[src/rtl/kcpsm6_io_pkg.sv]
// Shared constants for the KCPSM6 I/O controller: register addresses,
// interrupt/timer bit positions and the interrupt sequencer states.
package kcpsm6_io_pkg;

    localparam logic [7:0] ADDR_LED     = 8'h00;
    localparam logic [7:0] ADDR_SWITCH  = 8'h01;
    localparam logic [7:0] ADDR_PEND    = 8'h02;
    localparam logic [7:0] ADDR_EN      = 8'h03;
    localparam logic [7:0] ADDR_RELOAD0 = 8'h04;
    localparam logic [7:0] ADDR_RELOAD1 = 8'h05;
    localparam logic [7:0] ADDR_RELOAD2 = 8'h06;
    localparam logic [7:0] ADDR_TCTRL   = 8'h07;

    localparam int TIMER_BIT      = 7;
    localparam int TCTRL_EN_BIT   = 0;
    localparam int TCTRL_AUTO_BIT = 1;

    typedef enum logic [1:0] {
        IRQ_IDLE    = 2'd0,
        IRQ_REQ     = 2'd1,
        IRQ_SERVICE = 2'd2
    } irq_state_e;

    // Implemented bits of IRQ_PEND / IRQ_EN: external sources plus the timer.
    function automatic logic [7:0] irq_mask(input int num_irq);
        logic [7:0] m;
        m = 8'h00;
        for (int i = 0; i < 8; i++) begin
            if ((i < num_irq) || (i == TIMER_BIT)) begin
                m[i] = 1'b1;
            end else begin
                m[i] = 1'b0;
            end
        end
        return m;
    endfunction

endpackage

[src/rtl/kcpsm6_io_timer.sv]
// Programmable interval timer: 3 reload bytes, a down counter, and a
// one-cycle expiry strobe used to set the timer pending bit.
module kcpsm6_io_timer
    import kcpsm6_io_pkg::*;
#(
    parameter int TIMER_W = 24
) (
    input  logic               clk,
    input  logic               reset,
    input  logic [2:0]         reload_we,
    input  logic               tctrl_we,
    input  logic [7:0]         wdata,
    output logic [TIMER_W-1:0] reload,
    output logic [1:0]         tctrl,
    output logic               expire
);

    logic [TIMER_W-1:0] reload_r;
    logic [TIMER_W-1:0] count_r;
    logic               en_r;
    logic               auto_r;

    logic [TIMER_W-1:0] reload_nxt_s;
    logic [TIMER_W-1:0] count_nxt_s;
    logic               en_nxt_s;
    logic               auto_nxt_s;
    logic               run_s;
    logic               expire_s;

    // Next-state for reload bytes, control bits and the down counter.
    always_comb begin
        reload_nxt_s = reload_r;
        count_nxt_s  = count_r;
        en_nxt_s     = en_r;
        auto_nxt_s   = auto_r;
        run_s        = en_r;
        expire_s     = 1'b0;

        for (int i = 0; i < 3; i++) begin
            if (reload_we[i]) begin
                reload_nxt_s[8*i +: 8] = wdata;
            end else begin
                reload_nxt_s[8*i +: 8] = reload_r[8*i +: 8];
            end
        end

        // A control write that keeps the timer enabled lets it keep ticking;
        // one that disables it freezes the count this very edge.
        if (tctrl_we) begin
            en_nxt_s   = wdata[TCTRL_EN_BIT];
            auto_nxt_s = wdata[TCTRL_AUTO_BIT];
            run_s      = en_r & wdata[TCTRL_EN_BIT];
        end else begin
            run_s      = en_r;
        end

        if (tctrl_we && !en_r && wdata[TCTRL_EN_BIT]) begin
            count_nxt_s = reload_r;
        end else if (run_s) begin
            if (count_r == '0) begin
                expire_s = 1'b1;
                if (auto_nxt_s) begin
                    count_nxt_s = reload_r;
                end else begin
                    en_nxt_s    = 1'b0;
                    count_nxt_s = count_r;
                end
            end else begin
                count_nxt_s = count_r - TIMER_W'(1);
            end
        end else begin
            count_nxt_s = count_r;
        end
    end

    // Timer state registers with synchronous reset.
    always_ff @(posedge clk) begin
        if (reset) begin
            reload_r <= '0;
            count_r  <= '0;
            en_r     <= 1'b0;
            auto_r   <= 1'b0;
        end else begin
            reload_r <= reload_nxt_s;
            count_r  <= count_nxt_s;
            en_r     <= en_nxt_s;
            auto_r   <= auto_nxt_s;
        end
    end

    assign reload = reload_r;
    assign tctrl  = {auto_r, en_r};
    assign expire = expire_s;

endmodule

[src/rtl/kcpsm6_io_ctrl.sv]
// KCPSM6 port-bus decoder: LED/switch registers, interval timer,
// interrupt pending/enable and the interrupt/interrupt_ack sequencer.
module kcpsm6_io_ctrl
    import kcpsm6_io_pkg::*;
#(
    parameter int NUM_IRQ = 4,
    parameter int TIMER_W = 24
) (
    input  logic               iClk,
    input  logic               iReset,
    input  logic [7:0]         iPortId,
    input  logic [7:0]         iOutPort,
    input  logic               iWriteStrobe,
    input  logic               iKWriteStrobe,
    input  logic               iReadStrobe,
    output logic [7:0]         oInPort,
    output logic               oInterrupt,
    input  logic               iInterruptAck,
    input  logic [NUM_IRQ-1:0] iIrqSrc,
    input  logic [7:0]         iSwitch,
    output logic [7:0]         oLed
);

    localparam logic [7:0] PEND_MASK = irq_mask(NUM_IRQ);

    logic [7:0]         led_r;
    logic [7:0]         sw_meta_r;
    logic [7:0]         sw_sync_r;
    logic [NUM_IRQ-1:0] irq_dly_r;
    logic [NUM_IRQ-1:0] edge_r;
    logic [7:0]         pend_r;
    logic [7:0]         en_r;
    logic [7:0]         in_port_r;
    logic               int_r;
    irq_state_e         state_r;
    irq_state_e         state_nxt_s;

    logic               wr_s;
    logic [7:0]         wr_addr_s;
    logic               wr_led_s;
    logic               wr_pend_s;
    logic               wr_en_s;
    logic [2:0]         reload_we_s;
    logic               tctrl_we_s;
    logic [7:0]         set_s;
    logic [7:0]         clr_s;
    logic [7:0]         pend_nxt_s;
    logic [7:0]         rd_data_s;
    logic [TIMER_W-1:0] reload_s;
    logic [1:0]         tctrl_s;
    logic               expire_s;

    // The read strobe carries no information here: in_port is refreshed every cycle.
    logic               unused_read_strobe_s;
    assign unused_read_strobe_s = iReadStrobe;

    kcpsm6_io_timer #(
        .TIMER_W (TIMER_W)
    ) u_timer (
        .clk       (iClk),
        .reset     (iReset),
        .reload_we (reload_we_s),
        .tctrl_we  (tctrl_we_s),
        .wdata     (iOutPort),
        .reload    (reload_s),
        .tctrl     (tctrl_s),
        .expire    (expire_s)
    );

    // Write decode: OUTPUT uses the full port id and wins over OUTPUTK,
    // which only sees the low nibble.
    always_comb begin
        wr_s = iWriteStrobe | iKWriteStrobe;
        if (iWriteStrobe) begin
            wr_addr_s = iPortId;
        end else begin
            wr_addr_s = {4'h0, iPortId[3:0]};
        end
        wr_led_s       = wr_s && (wr_addr_s == ADDR_LED);
        wr_pend_s      = wr_s && (wr_addr_s == ADDR_PEND);
        wr_en_s        = wr_s && (wr_addr_s == ADDR_EN);
        reload_we_s[0] = wr_s && (wr_addr_s == ADDR_RELOAD0);
        reload_we_s[1] = wr_s && (wr_addr_s == ADDR_RELOAD1);
        reload_we_s[2] = wr_s && (wr_addr_s == ADDR_RELOAD2);
        tctrl_we_s     = wr_s && (wr_addr_s == ADDR_TCTRL);
    end

    // Pending update: W1C clears first, then new events are OR-ed in so a
    // coincident set survives the clear.
    always_comb begin
        set_s                = 8'h00;
        set_s[NUM_IRQ-1:0]   = edge_r;
        set_s[TIMER_BIT]     = expire_s;
        if (wr_pend_s) begin
            clr_s = iOutPort & PEND_MASK;
        end else begin
            clr_s = 8'h00;
        end
        pend_nxt_s = ((pend_r & ~clr_s) | set_s) & PEND_MASK;
    end

    // Read mux; unmapped addresses return zero.
    always_comb begin
        case (iPortId)
            ADDR_LED:     rd_data_s = led_r;
            ADDR_SWITCH:  rd_data_s = sw_sync_r;
            ADDR_PEND:    rd_data_s = pend_r;
            ADDR_EN:      rd_data_s = en_r;
            ADDR_RELOAD0: rd_data_s = reload_s[7:0];
            ADDR_RELOAD1: rd_data_s = reload_s[15:8];
            ADDR_RELOAD2: rd_data_s = reload_s[23:16];
            ADDR_TCTRL:   rd_data_s = {6'b000000, tctrl_s};
            default:      rd_data_s = 8'h00;
        endcase
    end

    // Interrupt sequencer next state.
    always_comb begin
        state_nxt_s = state_r;
        case (state_r)
            IRQ_IDLE: begin
                if ((pend_r & en_r) != 8'h00) begin
                    state_nxt_s = IRQ_REQ;
                end else begin
                    state_nxt_s = IRQ_IDLE;
                end
            end
            IRQ_REQ: begin
                if (iInterruptAck) begin
                    state_nxt_s = IRQ_SERVICE;
                end else begin
                    state_nxt_s = IRQ_REQ;
                end
            end
            IRQ_SERVICE: begin
                if (wr_pend_s) begin
                    state_nxt_s = IRQ_IDLE;
                end else begin
                    state_nxt_s = IRQ_SERVICE;
                end
            end
            default: state_nxt_s = IRQ_IDLE;
        endcase
    end

    // Switch synchroniser and registered IRQ source edge detection.
    always_ff @(posedge iClk) begin
        if (iReset) begin
            sw_meta_r <= 8'h00;
            sw_sync_r <= 8'h00;
            irq_dly_r <= '0;
            edge_r    <= '0;
        end else begin
            sw_meta_r <= iSwitch;
            sw_sync_r <= sw_meta_r;
            irq_dly_r <= iIrqSrc;
            edge_r    <= iIrqSrc & ~irq_dly_r;
        end
    end

    // Processor-visible registers: LED, pending, enable and in_port.
    always_ff @(posedge iClk) begin
        if (iReset) begin
            led_r     <= 8'h00;
            pend_r    <= 8'h00;
            en_r      <= 8'h00;
            in_port_r <= 8'h00;
        end else begin
            if (wr_led_s) begin
                led_r <= iOutPort;
            end
            if (wr_en_s) begin
                en_r <= iOutPort & PEND_MASK;
            end
            pend_r    <= pend_nxt_s;
            in_port_r <= rd_data_s;
        end
    end

    // Sequencer state and registered interrupt output.
    always_ff @(posedge iClk) begin
        if (iReset) begin
            state_r <= IRQ_IDLE;
            int_r   <= 1'b0;
        end else begin
            state_r <= state_nxt_s;
            int_r   <= (state_nxt_s == IRQ_REQ);
        end
    end

    assign oLed       = led_r;
    assign oInPort    = in_port_r;
    assign oInterrupt = int_r;

endmodule

[config.mk]
export PLATFORM = sky130hd
export DESIGN_NAME = kcpsm6_io_ctrl
export DESIGN_NICKNAME = d
export VERILOG_FILES = /design/src/rtl/kcpsm6_io_pkg.sv /design/src/rtl/kcpsm6_io_timer.sv /design/src/rtl/kcpsm6_io_ctrl.sv
export SDC_FILE = /design/constraint.sdc
export NUM_CORES = 1
export LEC_CHECK = 0
export BUFFER_PORTS_ARGS = -buffer_cell sky130_fd_sc_hd__clkbuf_2
export CAP_MARGIN = 20
export CORE_MARGIN = 3
export CORE_UTILIZATION = 50
export DETAILED_ROUTE_END_ITERATION = 10
export PLACE_DENSITY_LB_ADDON = 0.15
export SLEW_MARGIN = 30
export SYNTH_ARGS = -nofsm -noshare
export SYNTH_HDL_FRONTEND = slang
export SYNTH_SLANG_ARGS = --single-unit
[constraint.sdc]
create_clock -name iClk -period 7 [get_ports iClk]
set_input_delay 1.05 -clock iClk [delete_from_list [all_inputs] [get_ports iClk]]
set_output_delay 1.05 -clock iClk [all_outputs]
set_load 0.01 [all_outputs]
==> Yosys cells after proc, flatten, opt, wreduce, memory -nomap -nowiden <==
Index checks and enable logic that the tools add are counted.
{ "word_totals": {"ff_bits": 106, "in_bits": 34, "out_inout_bits": 17, "wordCells": 81} }
{ "op_classes": {"add_sub_neg": 1, "n_eq_ne": 17, "muxes": 21, "bitwise_logic": 8, "reduce_logical": 17} }
{ "op_table": {"columns": ["cell", "n"], "rows": [
  ["2-to-1 mux 24 bit", 4],
  ["equality test 8 x 3 -> 1 bit, second input constant", 8],
  ["one-hot mux 8 bit (8 select lines)", 1],
  ["equality test 8 x 2 -> 1 bit, second input constant", 4],
  ["logical NOT 24 bit", 1],
  ["subtractor 24 x 1 -> 24 bit, second input constant", 1],
  ["bitwise AND 8 bit", 2],
  ["logical NOT 8 bit", 2],
  ["2-to-1 mux 8 bit", 2],
  ["2-to-1 mux 1 bit", 11],
  ["logical AND 1 bit", 9],
  ["equality test 8 x 1 -> 1 bit, second input constant", 1],
  ["NOT 8 bit", 1],
  ["OR 8 bit", 1],
  ["nonzero test 8 bit", 1],
  ["one-hot mux 2 bit (3 select lines)", 1],
  ["bitwise AND 4 bit", 1],
  ["equality test 2 x 1 -> 1 bit, second input constant", 2],
  ["2-to-1 mux 2 bit", 2],
  ["NOT 4 bit", 1],
  ["!= test 3 x 1 -> 1 bit, second input constant", 1],
  ["equality test 2 bit, second input constant", 1],
  ["logical NOT 2 bit", 1],
  ["AND reduction 2 bit", 1],
  ["other kinds (4)", 4]
]} }

==> Longest topological paths before layout <==
{ "logic_depth": {"word_depth": 8, "ltp_mapped": 10, "mapped_depth_nobuf": 8} }

==> Modules after synthesis <==
From an unflattened synthesis, not the netlist that was laid out.
{ "unflattened": {"cells_unflattened": 524, "hier_area_um2": 4971.0} }
{ "by_module_without_submodules": {"columns": ["module", "n_inst", "cells_each", "area_each_um2", "seq_area_each_um2"], "rows": [
  ["kcpsm6_io_timer", 1, 301, 2627.5, 1001.0],
  ["kcpsm6_io_ctrl", 1, 223, 2343.5, 1061.0]
]} }

==> Worst setup path after synthesis <==
OpenSTA, ideal clock, no wires.
{ "synth_timing": {"path_kind": "input -> register", "from": "in iPortId[4]", "to": "reg u_timer.count_r[3]", "setup_time_ns": 0.132, "arrival_ns": 3.098, "t_required_ns": 6.868, "path_slack_ns": 3.770, "cell_stages": 9, "path_buffers": 3, "path_cell_list": "or4_1 -> o21ai_1 -> buf_2 -> and4_1 -> clkbuf_1 -> nor2_1 -> clkbuf_1 -> a211oi_1 -> o32ai_1"} }
{ "synth_between": {"elab_chain_cells": 7, "elab_cells_between_ends": 11, "classes_between": "eq/ne: 2; mux: 4; reduce/logical: 5"} }
{ "synth_lines": {"columns": ["item", "line_no", "rtl"], "rows": [
  ["start: declaration", "kcpsm6_io_ctrl.sv:11", "input logic [7:0] iPortId,"],
  ["2-to-1 mux 8 bit (*)", "kcpsm6_io_ctrl.sv:74", "if (iWriteStrobe) begin"],
  ["equality test 8 x 3 -> 1 bit (*)", "kcpsm6_io_ctrl.sv:85", "tctrl_we_s = wr_s && (wr_addr_s == ADDR_TCTRL);"],
  ["logical AND 1 bit (*)", "kcpsm6_io_ctrl.sv:85", null],
  ["logical AND 1 bit (2 in a row)", "kcpsm6_io_timer.sv:57", "if (tctrl_we && !en_r && wdata[TCTRL_EN_BIT]) begin"],
  ["!= test 3 x 1 -> 1 bit (no line) or nonzero test 2 bit (tied branches)", null, null],
  ["AND reduction 2 bit (no line)", null, null],
  ["end signal: assignment", "kcpsm6_io_timer.sv:85", "count_r <= count_nxt_s;"],
  ["end: declaration", "kcpsm6_io_timer.sv:19", "logic [TIMER_W-1:0] count_r;"]
]} }
Every way passes the cells marked *; elsewhere a longest branch is shown, timed or not.
A chain may end at the register's enable or synchronous reset.

==> Worst setup path after layout <==
{ "layout_timing": {"from": "in iPortId[4]", "to": "reg u_timer.count_r[15]"} }
The elaborated chain is that of the path after synthesis.

==> run metrics <==
CTS Buf Count 9; largest area contributor in the netlist dfxtp_1; H-tree depth 3; CP required 7230 ps; hold_buf cts 0; worst-skew pair later-pin latency 390 ps; Detailed Routing Iterations Pass 1 5; crit share post-route 54.6%; Max stage delay on crit path 790 ps; largest net degree at the start of global routing 115; sequential cell area 0.00206 mm²; Arr. time, crit path 4060 ps; DRC 0; DIE WIDTH 104 µm; CTS clk-pin slew, worst paths 100 ps; worst-margin pin slew 947 ps; Syn Std Cell Area 0.00479 mm²; Overall Global Routing Usage 22.6%; vias post-DR 4256; most frequent cell after synthesis dfxtp_1; initial drt markers 302; Async SR Flop Fraction 0%; Syn Area/Cell 8.80 µm²; # setup viols final 0; antenna cells 0; Synth top area share 43.1%; CP startpoint iPortId[4]; GPL Wtd Cong 0.832; Hold Vio Cnt, Final 0; fmax 0.261 GHz; Layout area overhead 10.3%; Initial Util 51.6%; TritonCTS clock tree done; crit path launch type primary input; cell repeated most along the worst path buf_4; DRT antenna net count 0; Cell Chain, Critical Path clkbuf_2 > or4_1 > o21ai_2 > buf_4 > and3_1 > mux2i_2 > buf_4 > or2_1 > o32ai_1; grt total ovfl 0; Placed Area 0.00509 mm²; fin area 0.00528 mm²; Avg Vias per Cell 6.06; FP Rows 35; Root Driver clkbuf_8; Slew Limit Fails 0; wirelength, routed 12200 µm; multi-input logic area 0.00255 mm²; CP endpoint kind flip-flop; synth unique cells 50; net count after synthesis 580; Die Y-Extent 104 µm; Synth Warn # 0; Power per Cell Area 197 mW/mm²; WS Path Type primary input to flip-flop; r2r startpoint u_timer.count_r[11]; hold path start irq_dly_r[2]; Fill cells 852; Post-CTS Setup Bufs 0; Post-synth EDFFs 0; Seq cells post-synth 103; P_leak 1.92 nW; Mapped Cells 544; Peak VDD IR 0.000191 V; vias in the first global route 3920; Crit Path Max Fanout 30; Worst Hold Class flip-flop to flip-flop; Top FF cell, synth dfxtp_1; slowest stage cell, crit path or2_1; share of cells above drive strength 1 16.6%; # clock sinks 103; Final min period 3820 ps; IO buf count 49; placed wire-length estimate 7850 µm; sequential area share after synthesis 43.1%; die area 0.0108 mm²; RSZ-0062 raised after global routing false; largest cells by area after synthesis dfxtp_1 (43%), mux2i_1 (6.7%), a21oi_1 (5.1%), o32ai_1 (4.0%), nand2_1 (3.5%); outcome completed; Post-CTS Resized 0; # nets final 604; initial antenna violation count 0; Setup Skew 12.5 ps; routed length per placed instance 17.4 µm; relative slew slack 36.9%; Maximum Capacitance Violations 0; Final TNS setup 0 ps; Core ar. 0.00928 mm²; Top Ports 51; maximum root-to-sink buffer count 2; first-pass GRT wire length 20000 µm; Commonest cells post-synth dfxtp_1 (103), a21oi_1 (49), nand2_1 (45)
-- kinds of logic (layout without fill, tap and decap cells) --
logic type	count (synthesis)	in the layout	share of synthesized area, %
AOI/OAI and AO/OA	109	109	14.8
adders and majority gates	2	2	0.523
buffers and inverters	48	77	4.13
DFF	103	103	43.1
muxes	40	40	10.2
and+or+nand+nor	242	242	27.3
-- critical path, delay by kind of cell --
| family | cells | cell delay, ps |
|---|---|---|
| multiplexers | 1 | 220 |
| AO/OA/AOI/OAI | 2 | 350 |
| buffers and inverters | 3 | 740 |
| AND/OR/NAND/NOR | 3 | 1670 |
-- path summary, 6_finish.rpt --
path	cells after the start	end	slack, ps
worst min register to register	1	edge_r[2]	390
worst min-delay path	1	edge_r[2]	390
worst max-delay path	9	u_timer.count_r[15]	3180
worst max register to register	7	u_timer.count_r[15]	3650
-- metal layers --
layer / up-vias / part of all wire (%) / GRT usage, %
met2: 146 / 49 / 36.6
met1: 2052 / 44 / 30.4
met5: - / 0 / 0
met3: 23 / 5.5 / 4.03
li1: 2035 / - / -
met4: 0 / 1.9 / 7.79
-- report_power, final --
| group | leakage, nW | internal [mW] | total (mW) | switching, mW |
|---|---|---|---|---|
| Clock | 0.0938 | 0.138 | 0.367 | 0.230 |
| Sequential | 0.836 | 0.596 | 0.601 | 0.00494 |
| Combinational | 0.989 | 0.0274 | 0.0709 | 0.0435 |
-- layout by cell type (no fill, tap or decap), types with 9 or more instances in the layout --
master,netlist,final
o21ai_0,11,11
o32ai_1,22,22
nand2b_1,23,23
clkbuf_8,0,9
mux2i_1,32,31
nor2_1,35,33
nor3_1,29,29
dfxtp_1,103,103
clkbuf_2,1,48
nor2b_1,27,27
nand3_1,32,32
a21oi_1,49,49
nand2_1,45,45
a211oi_1,13,13
nor4_1,14,14
or3_1,10,10
-- per-stage QoR --
step	power, mW	cells	hold slack [ps]	setup WS (ps)	util, %
finish	1.04	702	390	3180	56.9
global route	1.08	702	396	3010	56.9
CTS	1.04	702	388	3240	56.9
detailed placement	0.685	686	378	2810	54.8
global placement	0.683	686	372	2880	54.7
floorplan	0.659	544	367	3770	-
-- state kept, by name, indices dropped and copies added, names as in the netlist, 2 cells and up --
register,cells
u_timer.count_r,24
u_timer.reload,24
oInPort,8
oLed,8
sw_meta_r,8
sw_sync_r,8
en_r,5
pend_r,5
edge_r,4
irq_dly_r,4
state_r,2
-- layout make-up --
type	instances	area share, %
Multi-Input combinational cell	393	48.2
Sequential cell	103	39.0
Timing Repair Buffer	56	5.76
Tap cell	129	3.06
Clock buffer	9	2.35
Clock inverter	7	1.23
Inverter	5	0.355
Note: power is estimated with default switching activity, not from simulation.
